--- src/rtl/mips64_pkg.sv ---
// Shared constants and types for the register scoreboard and its helpers.
package mips64_pkg;

  localparam int unsigned REG_ADDR_W = 5;
  localparam int unsigned NUM_REGS   = 32;
  localparam int unsigned ZERO_REG   = 0;
  localparam int unsigned CNT_OUT_W  = 6;

  // Decode-side hazard tracking: RUN while issuing freely, HOLD while stalled.
  typedef enum logic {
    SB_RUN  = 1'b0,
    SB_HOLD = 1'b1
  } sb_state_e;

endpackage

--- src/rtl/sb_decode5to32.sv ---
// Register index to one-hot decoder; the zero register never decodes.
module sb_decode5to32
  import mips64_pkg::*;
(
  input  logic [REG_ADDR_W-1:0] idx_i,
  input  logic                  en_i,
  output logic [NUM_REGS-1:0]   oh_o
);

  // One-hot of idx_i when enabled, bit 0 always cleared.
  always_comb begin
    oh_o = '0;
    if (en_i) begin
      oh_o[idx_i] = 1'b1;
    end
    oh_o[ZERO_REG] = 1'b0;
  end

endmodule

--- src/rtl/reg_scoreboard.sv ---
// Register scoreboard: tracks outstanding writes and raises RAW/WAW stalls.
module reg_scoreboard
  import mips64_pkg::REG_ADDR_W;
  import mips64_pkg::ZERO_REG;
  import mips64_pkg::CNT_OUT_W;
  import mips64_pkg::sb_state_e;
  import mips64_pkg::SB_RUN;
  import mips64_pkg::SB_HOLD;
#(
  parameter int unsigned NUM_REGS = mips64_pkg::NUM_REGS,
  parameter int unsigned CNT_W    = 16
) (
  input  logic                  clk,
  input  logic                  rst_n,
  input  logic                  issue_valid,
  input  logic                  issue_wen,
  input  logic [REG_ADDR_W-1:0] issue_dest,
  input  logic [REG_ADDR_W-1:0] src_rs,
  input  logic [REG_ADDR_W-1:0] src_rt,
  input  logic                  rs_used,
  input  logic                  rt_used,
  input  logic                  wb_valid,
  input  logic [REG_ADDR_W-1:0] wb_dest,
  input  logic                  flush,
  output logic                  stall,
  output logic                  issue_ack,
  output logic [NUM_REGS-1:0]   pending_mask,
  output logic [CNT_OUT_W-1:0]  pending_count,
  output logic                  wb_err,
  output logic [CNT_W-1:0]      stall_cycles
);

  localparam int unsigned DEC_W = mips64_pkg::NUM_REGS;

  logic [NUM_REGS-1:0]  pending_q, pending_d;
  logic [CNT_OUT_W-1:0] count_q, count_d;
  logic                 wb_err_q, wb_err_d;
  logic [CNT_W-1:0]     stall_cnt_q, stall_cnt_d;
  sb_state_e            state_q, state_d;

  logic [DEC_W-1:0]     set_dec, wb_dec;
  logic [NUM_REGS-1:0]  set_vec, clr_vec, eff_pend;
  logic                 set_en_c;
  logic                 rs_hz, rt_hz, waw_hz;

  // Accepted writing instructions mark their destination.
  assign set_en_c = issue_ack & issue_wen;

  sb_decode5to32 u_dec_issue (
    .idx_i (issue_dest),
    .en_i  (set_en_c),
    .oh_o  (set_dec)
  );

  sb_decode5to32 u_dec_wb (
    .idx_i (wb_dest),
    .en_i  (wb_valid),
    .oh_o  (wb_dec)
  );

  assign set_vec = NUM_REGS'(set_dec);
  assign clr_vec = NUM_REGS'(wb_dec);

  // Same-cycle write-back bypasses the hazard on its register.
  assign eff_pend = pending_q & ~clr_vec;

  assign rs_hz  = rs_used   & eff_pend[src_rs];
  assign rt_hz  = rt_used   & eff_pend[src_rt];
  assign waw_hz = issue_wen & eff_pend[issue_dest];

  assign stall     = issue_valid & ~flush & (rs_hz | rt_hz | waw_hz);
  assign issue_ack = issue_valid & ~stall;

  // Next pending set: flush empties it, otherwise clear then set so set wins.
  always_comb begin
    pending_d = pending_q;
    if (flush) begin
      pending_d = '0;
    end else begin
      pending_d = (pending_q & ~clr_vec) | set_vec;
    end
  end

  // Population count of the next mask so the count tracks the mask edge-for-edge.
  always_comb begin
    count_d = '0;
    for (int unsigned i = 0; i < NUM_REGS; i++) begin
      count_d = count_d + CNT_OUT_W'(pending_d[i]);
    end
  end

  // Write-back to a non-pending, non-zero register is an error unless flushing.
  always_comb begin
    wb_err_d = 1'b0;
    if (wb_valid && !flush && (wb_dest != REG_ADDR_W'(ZERO_REG)) && !pending_q[wb_dest]) begin
      wb_err_d = 1'b1;
    end
  end

  // Saturating count of stalled issue cycles.
  always_comb begin
    stall_cnt_d = stall_cnt_q;
    if (stall && !(&stall_cnt_q)) begin
      stall_cnt_d = stall_cnt_q + CNT_W'(1);
    end
  end

  // RUN/HOLD next-state logic tracking the stall condition.
  always_comb begin
    state_d = state_q;
    case (state_q)
      SB_RUN: begin
        if (stall) begin
          state_d = SB_HOLD;
        end
      end
      SB_HOLD: begin
        if (!stall || flush) begin
          state_d = SB_RUN;
        end
      end
      default: begin
        state_d = SB_RUN;
      end
    endcase
  end

  // State register for the FSM.
  always_ff @(posedge clk or negedge rst_n) begin
    if (!rst_n) begin
      state_q <= SB_RUN;
    end else begin
      state_q <= state_d;
    end
  end

  // Scoreboard, status and counter registers.
  always_ff @(posedge clk or negedge rst_n) begin
    if (!rst_n) begin
      pending_q   <= '0;
      count_q     <= '0;
      wb_err_q    <= 1'b0;
      stall_cnt_q <= '0;
    end else begin
      pending_q   <= pending_d;
      count_q     <= count_d;
      wb_err_q    <= wb_err_d;
      stall_cnt_q <= stall_cnt_d;
    end
  end

  assign pending_mask  = pending_q;
  assign pending_count = count_q;
  assign wb_err        = wb_err_q;
  assign stall_cycles  = stall_cnt_q;

endmodule

--- config.mk ---
export PLATFORM = sky130hd
export DESIGN_NAME = reg_scoreboard
export DESIGN_NICKNAME = d
export VERILOG_FILES = /design/src/rtl/mips64_pkg.sv /design/src/rtl/sb_decode5to32.sv /design/src/rtl/reg_scoreboard.sv
export SDC_FILE = /design/constraint.sdc
export NUM_CORES = 1
export LEC_CHECK = 0
export CAP_MARGIN = 40
export CORE_ASPECT_RATIO = 0.75
export CORE_MARGIN = 8
export CORE_UTILIZATION = 60
export CTS_BUF_LIST = sky130_fd_sc_hd__clkbuf_8
export CTS_CLUSTER_DIAMETER = 40
export CTS_CLUSTER_SIZE = 25
export DETAILED_ROUTE_END_ITERATION = 10
export DONT_BUFFER_PORTS = 1
export PLACE_DENSITY_LB_ADDON = 0.25
export SETUP_SLACK_MARGIN = 0.02
export SYNTH_ARGS = -nofsm -noshare
export SYNTH_HDL_FRONTEND = slang
export SYNTH_SLANG_ARGS = --single-unit
--- constraint.sdc ---
create_clock -name clk -period 13.25 [get_ports clk]
set_input_delay 0.6625 -clock clk [delete_from_list [all_inputs] [get_ports clk]]
set_output_delay 0.6625 -clock clk [all_outputs]
set_load 0.01 [all_outputs]
==> results of run 1 <==
-- cells by family after synthesis --
logic type | after synthesis | share of synthesized area
AND/OR/NAND/NOR | 149 | 0.182
AO/OA/AOI/OAI | 123 | 0.187
buffers and inverters | 92 | 0.0787
flip-flops | 55 | 0.290
multiplexers | 33 | 0.106
adder cells (fa/ha/maj) | 32 | 0.122
XOR/XNOR | 19 | 0.0350
-- registers in the layout, summed over array words and instances (netlist names) --
signal and count:
pending_count 6, wb_err 1, stall_cycles 16, pending_mask 32
-- path summary, 6_finish.rpt --
path,to,slack [ns],cells past startpoint,startpoint
hold reg to reg,stall_cycles[7]$_DFFE_PN0P_,0.56,1,stall_cycles[7]$_DFFE_PN0P_
max in group asynchronous,pending_mask[21]$_DFF_PN0_,11.79,1,rst_n
setup reg to reg,pending_count[4]$_DFF_PN0_,5.62,24,pending_mask[25]$_DFF_PN0_
min in group clk,wb_err$_DFF_PN0_,0.41,1,flush
setup / recovery,pending_count[4]$_DFF_PN0_,5.01,25,wb_dest[1]
hold / removal,pending_mask[26]$_DFF_PN0_,0.02,0,rst_n
-- routing by layer --
metal  GRT usage  up-vias  wire, µm
met1       0.423     2179      6750
met5           0        -         0
met2       0.402      368      6820
met4      0.0913        0       418
li1            -     1817         -
met3       0.119       48      2570
-- worst reg2reg max path: stages (launching register included) --
cell       delay (ns)
dfrtp_1          0.57
o21ai_0          0.41
nand4_1          0.26
o2111ai_1        0.12
or4_1            0.53
nor3_1           0.35
or4_1            0.74
o32ai_1          0.35
fa_1             0.62
inv_1            0.06
fa_1             0.47
inv_1            0.05
fa_1             0.45
fa_1             0.49
fa_1             0.51
inv_1            0.05
fa_1             0.43
inv_1            0.07
ha_1             0.16
inv_1            0.06
fa_1             0.39
inv_1            0.07
a21o_1           0.12
a21oi_1          0.08
xnor2_1          0.13
-- power groups by stage --
stage	registers, W	logic, W	clock network (W)
after global placement	0.000195	0.0000446	0
after CTS	0.000193	0.0000469	0.000124
after detailed placement	0.000196	0.0000465	0
final	0.000192	0.0000504	0.000123
after floorplan	0.000191	0.0000451	0
after global routing	0.000193	0.0000549	0.000130
-- layout make-up --
| class | count | area share |
|---|---|---|
| Timing Repair Buffer | 5 | 0.00871 |
| Sequential cell | 55 | 0.282 |
| Clock buffer | 5 | 0.0141 |
| Clock inverter | 3 | 0.0103 |
| Tap cell | 105 | 0.0269 |
| Multi-Input combinational cell | 356 | 0.615 |
| Inverter | 56 | 0.0431 |
-- metrics by stage --
| step | hold slack [ns] | instances |
|---|---|---|
| after detailed placement | 0.368 | 575 |
| after CTS | 0.0107 | 583 |
| after global placement | 0.368 | 575 |
| after floorplan | 0.367 | 503 |
| final | 0.0168 | 585 |
| after global routing | 0.000632 | 585 |
-- timing repair --
item                                   in CTS  in global routing
endpoints found under the hold margin       0                 21
hold buffers                                0                  2
setup buffers                               0                  0
-- synth_stat cells (7+ instances only) --
library cell | number | area share
o211ai_1 | 17 | 0.027
nand2b_1 | 7 | 0.0092
nor4_1 | 7 | 0.0092
o32a_1 | 10 | 0.021
fa_1 | 24 | 0.10
o21ai_0 | 32 | 0.034
o32ai_1 | 10 | 0.018
mux2_2 | 7 | 0.017
mux4_2 | 13 | 0.062
clkbuf_1 | 22 | 0.017
nand4_1 | 11 | 0.014
buf_1 | 8 | 0.0063
nor2b_1 | 9 | 0.012
ha_1 | 8 | 0.021
dfrtp_1 | 55 | 0.29
xor2_1 | 15 | 0.028
o22ai_1 | 9 | 0.012
mux2i_1 | 13 | 0.027
nor2_1 | 18 | 0.014
a21oi_1 | 8 | 0.0084
nor3_1 | 17 | 0.018
nand3_1 | 24 | 0.025
inv_1 | 54 | 0.043
nand2_1 | 18 | 0.014
==> reports/qor.csv, run 1 <==
stage;metric;value;unit
grt;vias in the first global route;4180;
pwr;PwrDens;74.8;nW/µm²
setup_path;Max FO, Critical Path;25;
sta;Final Hold Fails;0;
setup_path;worst path arrival time;8.47;ns
pwr;Logic pwr share;0.138;
sta;final setup skew;0.0123;ns
pwr;Pwr Total;0.000365;W
sta;Fmax;0.121;GHz
routing;total number of vias;4412;
layout;Register Area;1380;µm²
cts;CTS buffer count;5;
layout;# diodes;0;
floorplanning;initial cell density of the core;0.611;
pwr;Switching Share;0.304;
routing;wire per inst;28.3;µm
logic_synthesis;synthesized area;4750;µm²
grt;largest net degree at the start of global routing;56;
setup_path;Crit path top cell by count;fa_1;
floorplanning;DIE AREA;11100;µm²
cts;register clock-pin slew on the reported worst setup and hold paths;0.12;ns
setup_path;Worst EP required;13.48;ns
routing;WL final;16.6;mm
setup_path;crit path kind;in -> reg;
pwr;Peak VDD IR;0.0000819;V
layout;Area Growth Syn to Fin;2.71;%
layout;Fillers;681;
floorplanning;CORE AREA;7780;µm²
worst_hold_path;Hold Crit Class;in -> async;
setup_path;CP Capture Type;flop;
setup_path;crit path max-delay cell type;or4_1;
sta;Rel. slew slack;0.358;
logic_synthesis;Cells after Synth;503;
sta;post-route setup slack;5.01;ns
logic_synthesis;sequential-to-total area share from yosys stat;0.290;
routing;residual DRC count;0;
layout;post-route cell area;4880;µm²
logic_synthesis;share of flip-flops with an asynchronous set or reset;1.00;
sta;RSZ-0062 raised after global routing;no;
logic_synthesis;Syn Area/Cell;9.45;µm²
cts;Skew-Pair Late Insertion Delay;0.33;ns
layout;leading cell type in the layout, fill and taps excluded;dfrtp_1;
floorplanning;Die W;119;µm
grt;total track usage;0.297;
cts;TritonCTS clock tree;done;
pwr;Int Pwr;0.000254;W
grt;first-pass GRT wire length;25.6;mm
logic_synthesis;Synth cell types;62;
layout;area occupied by multi-input gates;3000;µm²
grt;initial antenna violation count;0;
setup_path;CP max stage delay;0.95;ns
place;worst slack at placement;4.90;ns
sta;min Tclk post-route;8.24;ns
cts;Clock Path Buffers;2;
logic_synthesis;Yosys Warn Count;0;
floorplanning;Die Y;93.1;µm
setup_path;Worst setup SP type;input port;
sta;Worst Max-Slew Pin Slew;0.953;ns
sta;period utilization;0.622;
run;max_cap viols;0;
routing;Routed Antenna Nets;0;
sta;Final Max Slew Viols;0;
layout;Nets;539;
cts;htree depth;2;
floorplanning;row cnt;28;
place;area of placed instances;4740;µm²
sta;Final Setup Violations;0;
setup_path;CP top delay family;adder cells;
place;RePlAce Congestion;1.02;
logic_synthesis;Yosys reg bits;55;
setup_path;Worst Path Buf+Inv;6;
layout;commonest cells after routing, fill and taps aside;dfrtp_1, inv_1, o21ai_0, nand3_1, fa_1;
layout;final core utilization;0.628;
place;port bufs;0;
logic_synthesis;Post-synth EDFFs;0;
floorplanning;# IOs;85;
status;status;completed;
cts;clock root cell;clkbuf_8;
sta;Fin Setup TNS;0;ns
place;hpwl dp;12.5;mm
routing;1st-pass router iterations;6;
pwr;Pleak;2.09;nW
grt;total gr overflow;0;
logic_synthesis;Syn Nets;563;
pwr;Clk pwr share;0.336;
routing;vias per cell;7.54;
layout;ratio of cells with drive above 1 in the final layout;0.0833;
cts;clk sink count;55;
cts;Resized Gates After CTS;0;
routing;DR iter-0 viols;806;
logic_synthesis;Main synth FF type;dfrtp_1;
pwr;Seq pwr share;0.526;
pwr;NetSw;0.000111;W
No activity file was read; power rests on OpenSTA's default activity.
==> inputs of run 2 (changes only) <==
- clock period: 13.25 -> 8.33 ns (I/O delays scaled with it)
==> run 2 against run 1 <==
  * Sequential power increased by 59%
  * Combinational power up 64%
  * Non-clock buffer count is 11 higher
  * Largest power group unchanged
  * Highest routed layer is now met5
==> reports/qor.csv, run 2 (same netlist as run 1, synthesis figures left out) <==
stage;metric;value;unit;change
routing;Routed Antenna Nets;0;;unchanged
sta;Worst Max-Slew Pin Slew;0.772;ns;-0.181 ns
floorplanning;Die Y;93.1;µm;unchanged
cts;CTS buffer count;5;;unchanged
floorplanning;row cnt;28;;unchanged
setup_path;crit path kind;in -> reg;;
grt;total track usage;0.297;;about the same
setup_path;CP max stage delay;0.69;ns;-0.26 ns
worst_hold_path;Hold Crit Class;in -> reg;;
layout;area occupied by multi-input gates;3000;µm²;unchanged
setup_path;Crit path top cell by count;fa_1;;
floorplanning;Die W;119;µm;unchanged
cts;Skew-Pair Late Insertion Delay;0.32;ns;about the same
layout;leading cell type in the layout, fill and taps excluded;dfrtp_1;;
grt;vias in the first global route;4071;;-2.6%
setup_path;r2r setup slk;1.13;ns;-4.49 ns
routing;WL final;16.5;mm;-0.54%
routing;vias per cell;7.43;;-1.5%
cts;setup bufs post-CTS;0;;unchanged
sta;Final Max Slew Viols;0;;unchanged
setup_path;Worst EP required;8.54;ns;-4.94 ns
sta;Final Hold Fails;0;;unchanged
cts;TritonCTS clock tree;done;;
grt;first-pass GRT wire length;25.3;mm;-1.1%
routing;1st-pass router iterations;6;;unchanged
cts;clk sink count;55;;unchanged
layout;Fillers;651;;-4.4%
setup_path;Worst setup SP type;input port;;
layout;final core utilization;0.636;;+0.00820
sta;min Tclk post-route;7.42;ns;
floorplanning;DIE AREA;11100;µm²;unchanged
sta;RSZ-0062 raised after global routing;no;;
sta;Fmax;0.135;GHz;
status;status;completed;;
place;worst slack at placement;0.701;ns;-4.20 ns
routing;residual DRC count;0;;unchanged
setup_path;Levels on crit path;26;;+4.0%
cts;Resized Gates After CTS;0;;unchanged
pwr;Pleak;2.13;nW;+1.7%
layout;commonest cells after routing, fill and taps aside;dfrtp_1, inv_1, o21ai_0, nand3_1, fa_1;;
pwr;PwrDens;110;nW/µm²;+47%
routing;total number of vias;4421;;+0.20%
worst_hold_path;WHS Path Cells;1;;
routing;wire per inst;27.7;µm;-2.2%
cts;clock root cell;clkbuf_8;;
setup_path;worst path arrival time;7.64;ns;-0.83 ns
floorplanning;# IOs;85;;unchanged
sta;final setup skew;0.0119;ns;-0.000379 ns
floorplanning;CORE AREA;7780;µm²;unchanged
setup_path;CP top delay family;adder cells;;
layout;Register Area;1380;µm²;unchanged
routing;DR iter-0 viols;688;;-15%
layout;Nets;550;;+2.0%
cts;htree depth;2;;unchanged
sta;Rel. slew slack;0.484;;+0.126
sta;post-route setup slack;0.906;ns;-4.11 ns
sta;Fin Setup TNS;0;ns;unchanged
cts;register clock-pin slew on the reported worst setup and hold paths;0.11;ns;about the same
setup_path;crit path max-delay cell type;o32ai_1;;
grt;largest net degree at the start of global routing;56;;unchanged
setup_path;Worst Path Buf+Inv;7;;+1
setup_path;CP Capture Type;flop;;
setup_path;Max FO, Critical Path;25;;unchanged
grt;initial antenna violation count;1;;+1
layout;ratio of cells with drive above 1 in the final layout;0.104;;+0.0207
grt;total gr overflow;0;;unchanged
place;hpwl dp;12.6;mm;+0.61%
layout;max reg flops;32;;unchanged
pwr;Peak VDD IR;0.000150;V;+83%
layout;# diodes;0;;unchanged
layout;Area Growth Syn to Fin;4.05;%;
sta;period utilization;0.891;;
floorplanning;initial cell density of the core;0.611;;unchanged
place;port bufs;0;;unchanged
cts;CTS Hold Bufs;2;;+2
place;RePlAce Congestion;1.03;;+1.2%
sta;Final Setup Violations;0;;unchanged
cts;Clock Path Buffers;2;;unchanged
setup_path;R2R cell count;25;;+4.2%
run;max_cap viols;0;;unchanged
==> run 2: cell count changes in the layout (fill, tap and decap cells not counted), sizes merged <==
cell / change
bufinv: -1
clkinvlp: +1
inv: -1
buf: +12
dlygate4sd3: -1
==> run 2: area by class of cell <==
cell class                 count  area share
clock buffer                   5      0.0139
inverter                      56      0.0425
tap                          105      0.0266
clock inverter                 2     0.00329
multi-input combinational    356       0.607
sequential                    55       0.278
timing repair buffer          16      0.0283
==> run 2: path summary, 6_finish.rpt <==
path	from	to
worst max register to register	pending_mask[23]$_DFF_PN0_	pending_count[4]$_DFF_PN0_
worst min-delay path	flush	wb_err$_DFF_PN0_
worst max-delay path	wb_dest[1]	pending_count[4]$_DFF_PN0_
min in group asynchronous	rst_n	pending_mask[10]$_DFF_PN0_
worst min register to register	stall_cycles[9]$_DFFE_PN0P_	stall_cycles[9]$_DFFE_PN0P_
max in group asynchronous	rst_n	pending_mask[24]$_DFF_PN0_
==> run 2: where the power goes <==
part / leakage, nW / internal [W] / total, W / switching [W]
Combinational: 1.32 / 0.0000336 / 0.0000829 / 0.0000493
Clock: 0.0406 / 0.0000590 / 0.000155 / 0.0000962
Sequential: 0.760 / 0.000279 / 0.000305 / 0.0000254
Total: 2.13 / 0.000372 / 0.000543 / 0.000171
==> run 2: per-stage QoR <==
stage               area (µm²)  cells  total power, W  hold WS [ns]
floorplan                 4750    503        0.000376         0.121
global placement          4820    585        0.000383         0.122
detailed placement        4820    586        0.000384         0.122
CTS                       4950    595        0.000544         0.146
global route              4950    595        0.000563         0.146
finish                    4950    595        0.000543         0.155
==> run 2: per-layer routing <==
metal | track usage | vias up | part of all wire
met1 | 0.421 | 2164 | 0.40
li1 | - | 1839 | -
met3 | 0.119 | 47 | 0.16
met4 | 0.0923 | 2 | 0.020
met2 | 0.404 | 369 | 0.42
met5 | 0 | - | 0.0016
==> inputs of run 3 (changes only) <==
- CORE_UTILIZATION: 60 -> 40
==> run 3 against run 2 <==
  * Setup slack improved by 0.029 ns
  * Largest cell class unchanged
  * Non-clock buffer count fell by 1
  * Worst hold slack better by 0.024 ns
  * Via count decreased by 2.3%
  * Final cell count increased by 9.6%
  * Combinational power is 3.4% lower
  * Die area up 42%
==> reports/qor.csv, run 3 (same netlist as run 1, synthesis figures left out) <==
stage;metric;value;unit;change
routing;1st-pass router iterations;6;;unchanged
floorplanning;Die Y;110;µm;+19%
cts;Skew-Pair Late Insertion Delay;0.32;ns;about the same
sta;Fin Setup TNS;0;ns;unchanged
cts;clk sink count;55;;unchanged
cts;Resized Gates After CTS;0;;unchanged
layout;area occupied by multi-input gates;3000;µm²;unchanged
layout;leading cell type in the layout, fill and taps excluded;dfrtp_1;;
sta;Final Setup Violations;0;;unchanged
sta;min Tclk post-route;7.40;ns;-0.0285 ns
grt;first-pass GRT wire length;25.6;mm;+1.1%
grt;largest net degree at the start of global routing;56;;unchanged
setup_path;crit path kind;in -> reg;;
setup_path;CP Capture Type;flop;;
pwr;Pwr Total;0.000611;W;+13%
layout;Nets;549;;-0.18%
floorplanning;Die W;142;µm;+19%
routing;DR iter-0 viols;680;;-1.2%
sta;final setup skew;0.0122;ns;+0.000365 ns
setup_path;R2R cell count;25;;unchanged
grt;initial antenna violation count;0;;-1
cts;register clock-pin slew on the reported worst setup and hold paths;0.12;ns;about the same
setup_path;crit path max-delay cell type;o21ai_0;;
setup_path;Worst setup SP type;input port;;
cts;CTS buffer count;5;;unchanged
setup_path;CP top delay family;adder cells;;
status;status;completed;;
layout;final core utilization;0.436;;-0.200
floorplanning;# IOs;85;;unchanged
setup_path;Worst EP required;8.56;ns;+0.02 ns
grt;total gr overflow;0;;unchanged
cts;Clock Path Buffers;2;;unchanged
pwr;Peak VDD IR;0.0000636;V;-57%
setup_path;Worst R2R End;pending_count[4]$_DFF_PN0_;;
setup_path;worst path arrival time;7.62;ns;-0.02 ns
cts;htree depth;2;;unchanged
routing;total number of vias;4320;;-2.3%
sta;Final Max Slew Viols;0;;unchanged
place;port bufs;0;;unchanged
setup_path;crit path launch;wb_dest[2];;
layout;commonest cells after routing, fill and taps aside;dfrtp_1, inv_1, o21ai_0, nand3_1, fa_1;;
sta;RSZ-0062 raised after global routing;no;;
sta;Final Hold Fails;0;;unchanged
routing;residual DRC count;0;;unchanged
sta;Fmax;0.135;GHz;+0.39%
floorplanning;CORE AREA;11600;µm²;+49%
layout;Register Area;1380;µm²;unchanged
layout;max reg flops;32;;unchanged
setup_path;CP max stage delay;0.75;ns;+0.06 ns
sta;period utilization;0.888;;-0.00343
place;RePlAce Congestion;0.964;;-6.8%
grt;vias in the first global route;4012;;-1.4%
cts;TritonCTS clock tree;done;;
setup_path;R2R Path Start;pending_mask[25]$_DFF_PN0_;;
setup_path;Crit path top cell by count;fa_1;;
setup_path;Levels on crit path;26;;unchanged
sta;WHS;0.178;ns;+0.0236 ns
place;area of placed instances;4890;µm²;+1.4%
floorplanning;initial cell density of the core;0.409;;-0.202
setup_path;r2r setup slk;1.22;ns;+0.09 ns
place;hpwl dp;13.0;mm;+3.8%
pwr;PwrDens;121;nW/µm²;+9.8%
cts;clock root cell;clkbuf_8;;
routing;vias per cell;6.63;;-11%
setup_path;Worst Path Buf+Inv;7;;unchanged
layout;# diodes;0;;unchanged
setup_path;worst setup path end;pending_count[4]$_DFF_PN0_;;
routing;WL final;16.6;mm;+0.70%
run;max_cap viols;0;;unchanged
sta;Rel. slew slack;0.469;;-0.0147
layout;post-route cell area;5070;µm²;+2.5%
setup_path;Max FO, Critical Path;25;;unchanged
floorplanning;DIE AREA;15700;µm²;+42%
floorplanning;row cnt;34;;+21%
layout;Fillers;1135;;+74%
routing;wire per inst;25.4;µm;-8.1%
layout;ratio of cells with drive above 1 in the final layout;0.104;;unchanged
pwr;Pleak;2.15;nW;+1.2%
worst_hold_path;Hold Crit Class;in -> reg;;
layout;Area Growth Syn to Fin;6.61;%;
grt;total track usage;0.209;;-0.0882
sta;Worst Max-Slew Pin Slew;0.794;ns;+0.0219 ns
routing;Routed Antenna Nets;0;;unchanged
-- run 3: changes by cell type in the layout (fill, tap and decap cells not counted) --
cell and change:
buf_2 -1, bufinv_16 +2, clkinvlp_4 -1, inv_6 -1, inv_8 +1
-- run 3: where the power goes --
| group | switching, W | internal (W) | total, W |
|---|---|---|---|
| Combinational | 0.0000471 | 0.0000330 | 0.0000801 |
| Sequential | 0.0000257 | 0.000279 | 0.000305 |
| Clock | 0.000103 | 0.000122 | 0.000226 |
| Total | 0.000176 | 0.000435 | 0.000611 |
-- run 3: worst min-delay path by stage --
stage	startpoint	endpoint	slack, ns	depth (start not counted)
finish	flush	wb_err$_DFF_PN0_	0.18	1
global placement	rst_n	stall_cycles[1]$_DFFE_PN0P_	0.12	0
global route	flush	wb_err$_DFF_PN0_	0.16	1
detailed placement	rst_n	stall_cycles[7]$_DFFE_PN0P_	0.12	0
floorplan	rst_n	pending_count[0]$_DFF_PN0_	0.12	0
CTS	flush	wb_err$_DFF_PN0_	0.16	1
-- run 3: area by class of cell --
type,count,share of cell area
multi-input combinational,356,0.593
sequential,55,0.272
clock buffer,5,0.0136
tap,162,0.0400
clock inverter,3,0.0141
inverter,56,0.0415
timing repair buffer,15,0.0267
-- run 3: timing repair --
item	CTS	global route
hold endpoints to repair	55	0
setup buffers	0	0
hold buffers	2	0
-- run 3: metal layers --
metal | track usage | part of all wire | up-vias
li1 | - | - | 1838
met1 | 0.303 | 0.42 | 2147
met2 | 0.292 | 0.42 | 312
met3 | 0.0779 | 0.14 | 23
met4 | 0.0343 | 0.010 | 0
met5 | 0 | 0 | -
-- run 3: worst register-to-register path, cell delays in order (launching register included) --
cell and delay, ns:
dfrtp_1 0.58, o21ai_0 0.40, nand4_1 0.22, o2111ai_1 0.13, or4_1 0.53, nor3_1 0.31, or4_1 0.16, buf_4 0.27
o32ai_1 0.23, fa_1 0.59, inv_1 0.05, fa_1 0.48, inv_1 0.05, fa_1 0.46, fa_1 0.49, fa_1 0.51
inv_1 0.05, fa_1 0.42, inv_1 0.06, ha_1 0.18, inv_1 0.07, fa_1 0.40, inv_1 0.07, a21o_1 0.10
a21oi_1 0.07, xnor2_1 0.12
-- run 3: per-stage QoR --
stage | cells | setup WS [ns]
CTS | 652 | 1.03
detailed placement | 642 | 0.726
global placement | 642 | 0.686
global route | 652 | 0.619
finish | 652 | 0.934
floorplan | 503 | 1.07
